File: src/rtl/wavelet_pkg.sv
// Shared definitions for the 5/3 wavelet line queues (forward and inverse).
// Holds coefficient/address widths, the line length, the three-state line
// sequencer encoding and a sign-extension helper for the lifting arithmetic.
package wavelet_pkg;

    localparam int unsigned COEF_W     = 16;  // coefficient / sample width
    localparam int unsigned INT_W      = 18;  // lifting intermediate width
    localparam int unsigned LINE_PAIRS = 8;   // coefficient pairs per line
    localparam int unsigned ADDR_W     = 12;  // {line, column}
    localparam int unsigned LINE_W     = 8;
    localparam int unsigned COL_W      = ADDR_W - LINE_W;

    typedef enum logic [1:0] {
        StFirst,
        StRun,
        StFlush
    } wq_state_e;

    function automatic logic signed [INT_W-1:0] sext(input logic signed [COEF_W-1:0] v);
        return {{(INT_W - COEF_W){v[COEF_W-1]}}, v};
    endfunction

endpackage

File: src/rtl/inv_lift_53.sv
// Combinational integer 5/3 inverse lifting update.
// Ports:
//   s, d        - incoming low/high coefficient pair n
//   d_left      - d[n-1] used for the even update (d[0] itself at the left edge)
//   d_prev      - d[n-1] used for the odd update of pair n-1
//   x_prev      - x[2n-2], the stored even sample of pair n-1
//   right_edge  - mirror x[2n] = x[2n-2] for the last pair of a line
//   x_even      - x[2n]
//   x_odd       - x[2n-1]
module inv_lift_53
    import wavelet_pkg::*;
(
    input  logic signed [COEF_W-1:0] s,
    input  logic signed [COEF_W-1:0] d,
    input  logic signed [COEF_W-1:0] d_left,
    input  logic signed [COEF_W-1:0] d_prev,
    input  logic signed [COEF_W-1:0] x_prev,
    input  logic                     right_edge,
    output logic signed [COEF_W-1:0] x_even,
    output logic signed [COEF_W-1:0] x_odd
);

    logic signed [INT_W-1:0] sum_d;
    logic signed [INT_W-1:0] x_even_w;
    logic signed [INT_W-1:0] x_next;
    logic signed [INT_W-1:0] sum_x;
    logic signed [INT_W-1:0] x_odd_w;

    always_comb begin
        sum_d    = sext(d_left) + sext(d) + 18'sd2;
        x_even_w = sext(s) - (sum_d >>> 2);
        x_even   = COEF_W'(x_even_w);
        // Feed the truncated even sample forward, as it will be stored.
        x_next   = right_edge ? sext(x_prev) : sext(x_even);
        sum_x    = sext(x_prev) + x_next;
        x_odd_w  = sext(d_prev) + (sum_x >>> 1);
        x_odd    = COEF_W'(x_odd_w);
    end

endmodule

File: src/rtl/inv_wavelet_queue.sv
// Line-based 5/3 inverse wavelet queue. Accepts one (s[n], d[n]) pair per
// cycle and emits reconstructed (x[2n], x[2n+1]) pairs one pair behind, with
// a single flush cycle after the last pair of each line. Never stalls.
// Ports:
//   clk, rst_n              - clock, synchronous active-low reset
//   wrreq                   - input pair valid
//   data_in_low/high        - s[n], d[n] (signed)
//   line_address            - line index, sampled with pair 0
//   output_valid            - reconstructed pair valid (one cycle per pair)
//   data_out_even/odd       - x[2n], x[2n+1] (signed)
//   even_address/odd_address- {line, column}
module inv_wavelet_queue
    import wavelet_pkg::*;
#(
    parameter int unsigned LINE_PAIRS = wavelet_pkg::LINE_PAIRS
) (
    input  logic                     clk,
    input  logic                     rst_n,
    input  logic                     wrreq,
    input  logic signed [COEF_W-1:0] data_in_low,
    input  logic signed [COEF_W-1:0] data_in_high,
    input  logic [LINE_W-1:0]        line_address,
    output logic                     output_valid,
    output logic signed [COEF_W-1:0] data_out_even,
    output logic signed [COEF_W-1:0] data_out_odd,
    output logic [ADDR_W-1:0]        even_address,
    output logic [ADDR_W-1:0]        odd_address
);

    localparam int unsigned CNT_W = COL_W - 1;

    wq_state_e                state_q;
    logic [CNT_W-1:0]         cnt_q;
    logic [CNT_W-1:0]         pair_idx;
    logic [LINE_W-1:0]        line_q;
    logic signed [COEF_W-1:0] prev_d_q;
    logic signed [COEF_W-1:0] prev_x_q;
    logic signed [COEF_W-1:0] d_left;
    logic signed [COEF_W-1:0] x_even;
    logic signed [COEF_W-1:0] x_odd;
    logic                     in_flush;
    logic                     emit;

    assign in_flush = (state_q == StFlush);
    assign emit     = in_flush || (state_q == StRun && wrreq);
    // Outside RUN the incoming pair is pair 0, so d[-1] mirrors to d[0].
    assign d_left   = (state_q == StRun) ? prev_d_q : data_in_high;
    assign pair_idx = in_flush ? CNT_W'(LINE_PAIRS - 1) : cnt_q - CNT_W'(1);

    inv_lift_53 u_lift (
        .s          (data_in_low),
        .d          (data_in_high),
        .d_left     (d_left),
        .d_prev     (prev_d_q),
        .x_prev     (prev_x_q),
        .right_edge (in_flush),
        .x_even     (x_even),
        .x_odd      (x_odd)
    );

    always_ff @(posedge clk) begin
        if (!rst_n) begin
            state_q       <= StFirst;
            cnt_q         <= '0;
            line_q        <= '0;
            prev_d_q      <= '0;
            prev_x_q      <= '0;
            output_valid  <= 1'b0;
            data_out_even <= '0;
            data_out_odd  <= '0;
            even_address  <= '0;
            odd_address   <= '0;
        end else begin
            output_valid <= 1'b0;
            // line_q is read before a same-cycle pair 0 overwrites it.
            if (emit) begin
                output_valid  <= 1'b1;
                data_out_even <= prev_x_q;
                data_out_odd  <= x_odd;
                even_address  <= {line_q, pair_idx, 1'b0};
                odd_address   <= {line_q, pair_idx, 1'b1};
            end
            unique case (state_q)
                StFirst, StFlush: begin
                    if (wrreq) begin
                        prev_x_q <= x_even;
                        prev_d_q <= data_in_high;
                        line_q   <= line_address;
                        cnt_q    <= CNT_W'(1);
                        state_q  <= StRun;
                    end else begin
                        state_q  <= StFirst;
                    end
                end
                StRun: begin
                    if (wrreq) begin
                        prev_x_q <= x_even;
                        prev_d_q <= data_in_high;
                        if (cnt_q == CNT_W'(LINE_PAIRS - 1)) begin
                            cnt_q   <= '0;
                            state_q <= StFlush;
                        end else begin
                            cnt_q   <= cnt_q + CNT_W'(1);
                        end
                    end
                end
                default: state_q <= StFirst;
            endcase
        end
    end

endmodule

File: config.mk
export PLATFORM = sky130hd
export DESIGN_NAME = inv_wavelet_queue
export DESIGN_NICKNAME = d
export VERILOG_FILES = /design/src/rtl/wavelet_pkg.sv /design/src/rtl/inv_lift_53.sv /design/src/rtl/inv_wavelet_queue.sv
export SDC_FILE = /design/constraint.sdc
export NUM_CORES = 1
export LEC_CHECK = 0
export ABC_AREA = 1
export BUFFER_PORTS_ARGS = -buffer_cell sky130_fd_sc_hd__buf_2
export CAP_MARGIN = 20
export CORE_UTILIZATION = 45
export CTS_CLUSTER_SIZE = 12
export DETAILED_ROUTE_END_ITERATION = 8
export PLACE_DENSITY_LB_ADDON = 0.05
export SYNTH_ARGS = -nofsm -noshare
export SYNTH_HDL_FRONTEND = slang
export SYNTH_SLANG_ARGS = --single-unit
File: constraint.sdc
create_clock -name clk -period 8.5 [get_ports clk]
set_input_delay 1.275 -clock clk [delete_from_list [all_inputs] [get_ports clk]]
set_output_delay 1.275 -clock clk [all_outputs]
set_load 0.01 [all_outputs]
==> flow_metrics.env <==
export IMPL_outcome="complete, no violations"
export IMPL_synth_top_family_by_area="simple AND/OR/NAND/NOR gates"
export IMPL_synthXorXnorAreaFrac_pct=4.30
export IMPL_placed_area_mm2=0.00768
export IMPL_area_growth_pct=12.3
export IMPL_synthMuxAreaShare_pct=0
export IMPL_syn_nets=1226
export IMPL_layout_drive_gt1_share_pct=11.4
export IMPL_relSlewSlack_pct=35.8
export IMPL_period_needed_ns=6.62
export IMPL_startpoint_type="register"
export IMPL_grt_overflow_total=0
export IMPL_hold_depth=2
export IMPL_grt_pass1_wl_um=29700
export IMPL_yosys_cell_types_count=37
export IMPL_nets=1298
export IMPL_setup_tns_ns=0
export IMPL_start_util_pct=46.5
export IMPL_place_gp_congestion=0.911
export IMPL_synth_compound_area_share_pct=16.1
export IMPL_critPathArrivalTime_ns=6.87
export IMPL_drt_iter0_markers=254
export IMPL_maxCapViolations=0
export IMPL_cp_common_cell="nand2_1"
export IMPL_port_buffers=98
export IMPL_antenna_left=0
export IMPL_syn_inst=1098
export IMPL_num_vias=6763
export IMPL_power_total_mw=2.74
export IMPL_synthAdderAreaFrac_pct=15.3
export IMPL_ir_worst_vdd_uv=159
export IMPL_synth_warnings=0
export IMPL_clk_latency_ns=0.36
export IMPL_p_per_area_mw_per_mm2=342
export IMPL_clockBufferDepth=2
export IMPL_mostFrequentLayoutCells="nand2_1, nor2_1, inv_1"
export IMPL_setup_violations=0
export IMPL_avgSynthCellArea_um2=6.49
export IMPL_viasPerCell=4.88
export IMPL_die_y_um=128
export IMPL_totalWireLength_um=18000
export IMPL_worst_pin_slew_ns=0.962
export IMPL_synth_edf_count=0
export IMPL_fmax_ghz=0.151
export IMPL_cts_tree="yes"
export IMPL_fin_crit_sh_pct=77.9
export IMPL_maxSlewViolCount=0
export IMPL_rsz0062_at_grt="false"
export IMPL_numCtsBuffers=9
export IMPL_multi_input_area_mm2=0.00459
export IMPL_drcViolationCount=0
export IMPL_cp_end_kind="register"
export IMPL_synth_area_mm2=0.00712
export IMPL_worst_path_max_delay_cell="dfxtp_1"
export IMPL_final_area_mm2=0.00800
export IMPL_cts_resized_gates=0
export IMPL_crit_type="register to register"
export IMPL_yosys_register_bits=90
export IMPL_diodes=0
export IMPL_placed_cells=1370
export IMPL_whs_ns=0.465
export IMPL_antenna_found_initial=0
export IMPL_skew_ns=0.0127
export IMPL_leakage_nw=4.49
export IMPL_track_usage_pct=23.1
export IMPL_dieArea_mm2=0.0163
export IMPL_ys_flop_type="dfxtp_1"
export IMPL_grt_pass1_vias=6222
export IMPL_cp_max_fo=19
export IMPL_layout_commonest_cell="nand2_1"
export IMPL_hp_class="register to register"
export IMPL_reg2reg_depth=44
export IMPL_drt_pass1_iter_count=4
export IMPL_critPathMaxStageDelay_ns=0.41
export IMPL_fillCellCount=1684
export IMPL_yosys_area_share_simple_pct=28.6
export IMPL_holdBufCountCts=0
export IMPL_coreArea_mm2=0.0153
export IMPL_grt_max_degree=68
export IMPL_layoutNonFillerInstCount=1386
export IMPL_async_flop_share_pct=0
export IMPL_clk_pin_slew_ns=0.07
export IMPL_regArea_mm2=0.00180
export IMPL_cts_max_level=3
export IMPL_required_ns=8.75
export IMPL_routedWlPerCell_um=13.0
export IMPL_hold_violations=0
export IMPL_rows=45
export IMPL_yosysSeqAreaShare_pct=25.3
export IMPL_die_w_um=128
export IMPL_io_pins=100
export IMPL_clkSinkCount=90
export IMPL_dpl_hpwl_um=13900
export IMPL_post_cts_setup_buffers=0
export IMPL_root_buffer="clkbuf_16"
[critical path, delay by kind of cell, from the launching register on]
family                     cells  cell delay [ns]
and+or+nand+nor               25             2.86
buffers and inverters          8             0.73
DFF                            1             0.41
AOI/OAI and AO/OA              6             0.76
adders and majority gates      5             1.72
[kinds of logic (layout without fill, tap and decap cells)]
logic type               count (synthesis)  in the layout
AND/OR/NAND/NOR                        497            497
other                                    1              1
XOR/XNOR                                35             35
adder cells (fa/ha/maj)                 85             85
buffers and inverters                  177            254
AO/OA/AOI/OAI                          213            213
flip-flops                              90             90
[layer usage]
| metal | global-route usage, % | vias up | share of wire (%) |
|---|---|---|---|
| met3 | 2.92 | 18 | 3.1 |
| met5 | 0 | - | 0 |
| met4 | 8.51 | 0 | 2.0 |
| met2 | 37.8 | 104 | 44 |
| met1 | 30.9 | 2945 | 50 |
| li1 | - | 3696 | - |
[Yosys cell counts (3+ instances only)]
cell | count | area [µm²]
dfxtp_1 | 90 | 1800
a21o_1 | 12 | 90.1
o21ai_0 | 96 | 480
inv_2 | 6 | 22.5
nand3b_1 | 3 | 22.5
or2_2 | 3 | 18.8
buf_2 | 6 | 30.0
o21ai_1 | 5 | 25.0
nand2_1 | 259 | 972
o211ai_1 | 4 | 30.0
a21oi_1 | 79 | 395
nand4_1 | 5 | 31.3
nand3_1 | 63 | 315
nor3_1 | 8 | 40.0
xnor2_1 | 16 | 140
inv_1 | 131 | 492
ha_1 | 81 | 1010
xor2_1 | 19 | 166
buf_4 | 16 | 120
a31oi_1 | 6 | 37.5
nor2_1 | 146 | 548
o21bai_1 | 3 | 22.5
clkbuf_1 | 17 | 63.8
fa_1 | 4 | 80.1
[sequential cells by signal (all words and copies together), names as in the netlist, 2 cells and up]
name,flops
odd_address,12
prev_d_q,16
cnt_q,3
prev_x_q,16
data_out_even,16
line_q,8
state_q,2
data_out_odd,16
[power breakdown]
group          internal [mW]  switching (mW)
combinational          0.677            1.12
clock                  0.238           0.201
sequential             0.466          0.0341
[stage by stage]
stage | utilization (%) | worst slack [ns]
after floorplan | - | 2.51
after global placement | 50.2 | 1.63
after detailed placement | 50.2 | 1.61
after CTS | 52.3 | 1.82
after global routing | 52.3 | 1.10
final | 52.3 | 1.88
[final cells by class]
class,count,area share [%]
clock buffers,9,2.81
flip-flops and latches,90,22.5
multi-input cells,831,57.4
inverters,138,6.47
well taps,211,3.30
repair buffers,100,6.32
clock inverters,7,1.19
[worst paths after layout]
kind	from	to	slack [ns]
max	state_q[0]	data_out_odd[15]	1.88
min	odd_address[0]	odd_address[0]	0.47
max reg2reg	state_q[0]	data_out_odd[15]	1.88
min reg2reg	odd_address[0]	odd_address[0]	0.47
Power figures use the tool's default switching activity.
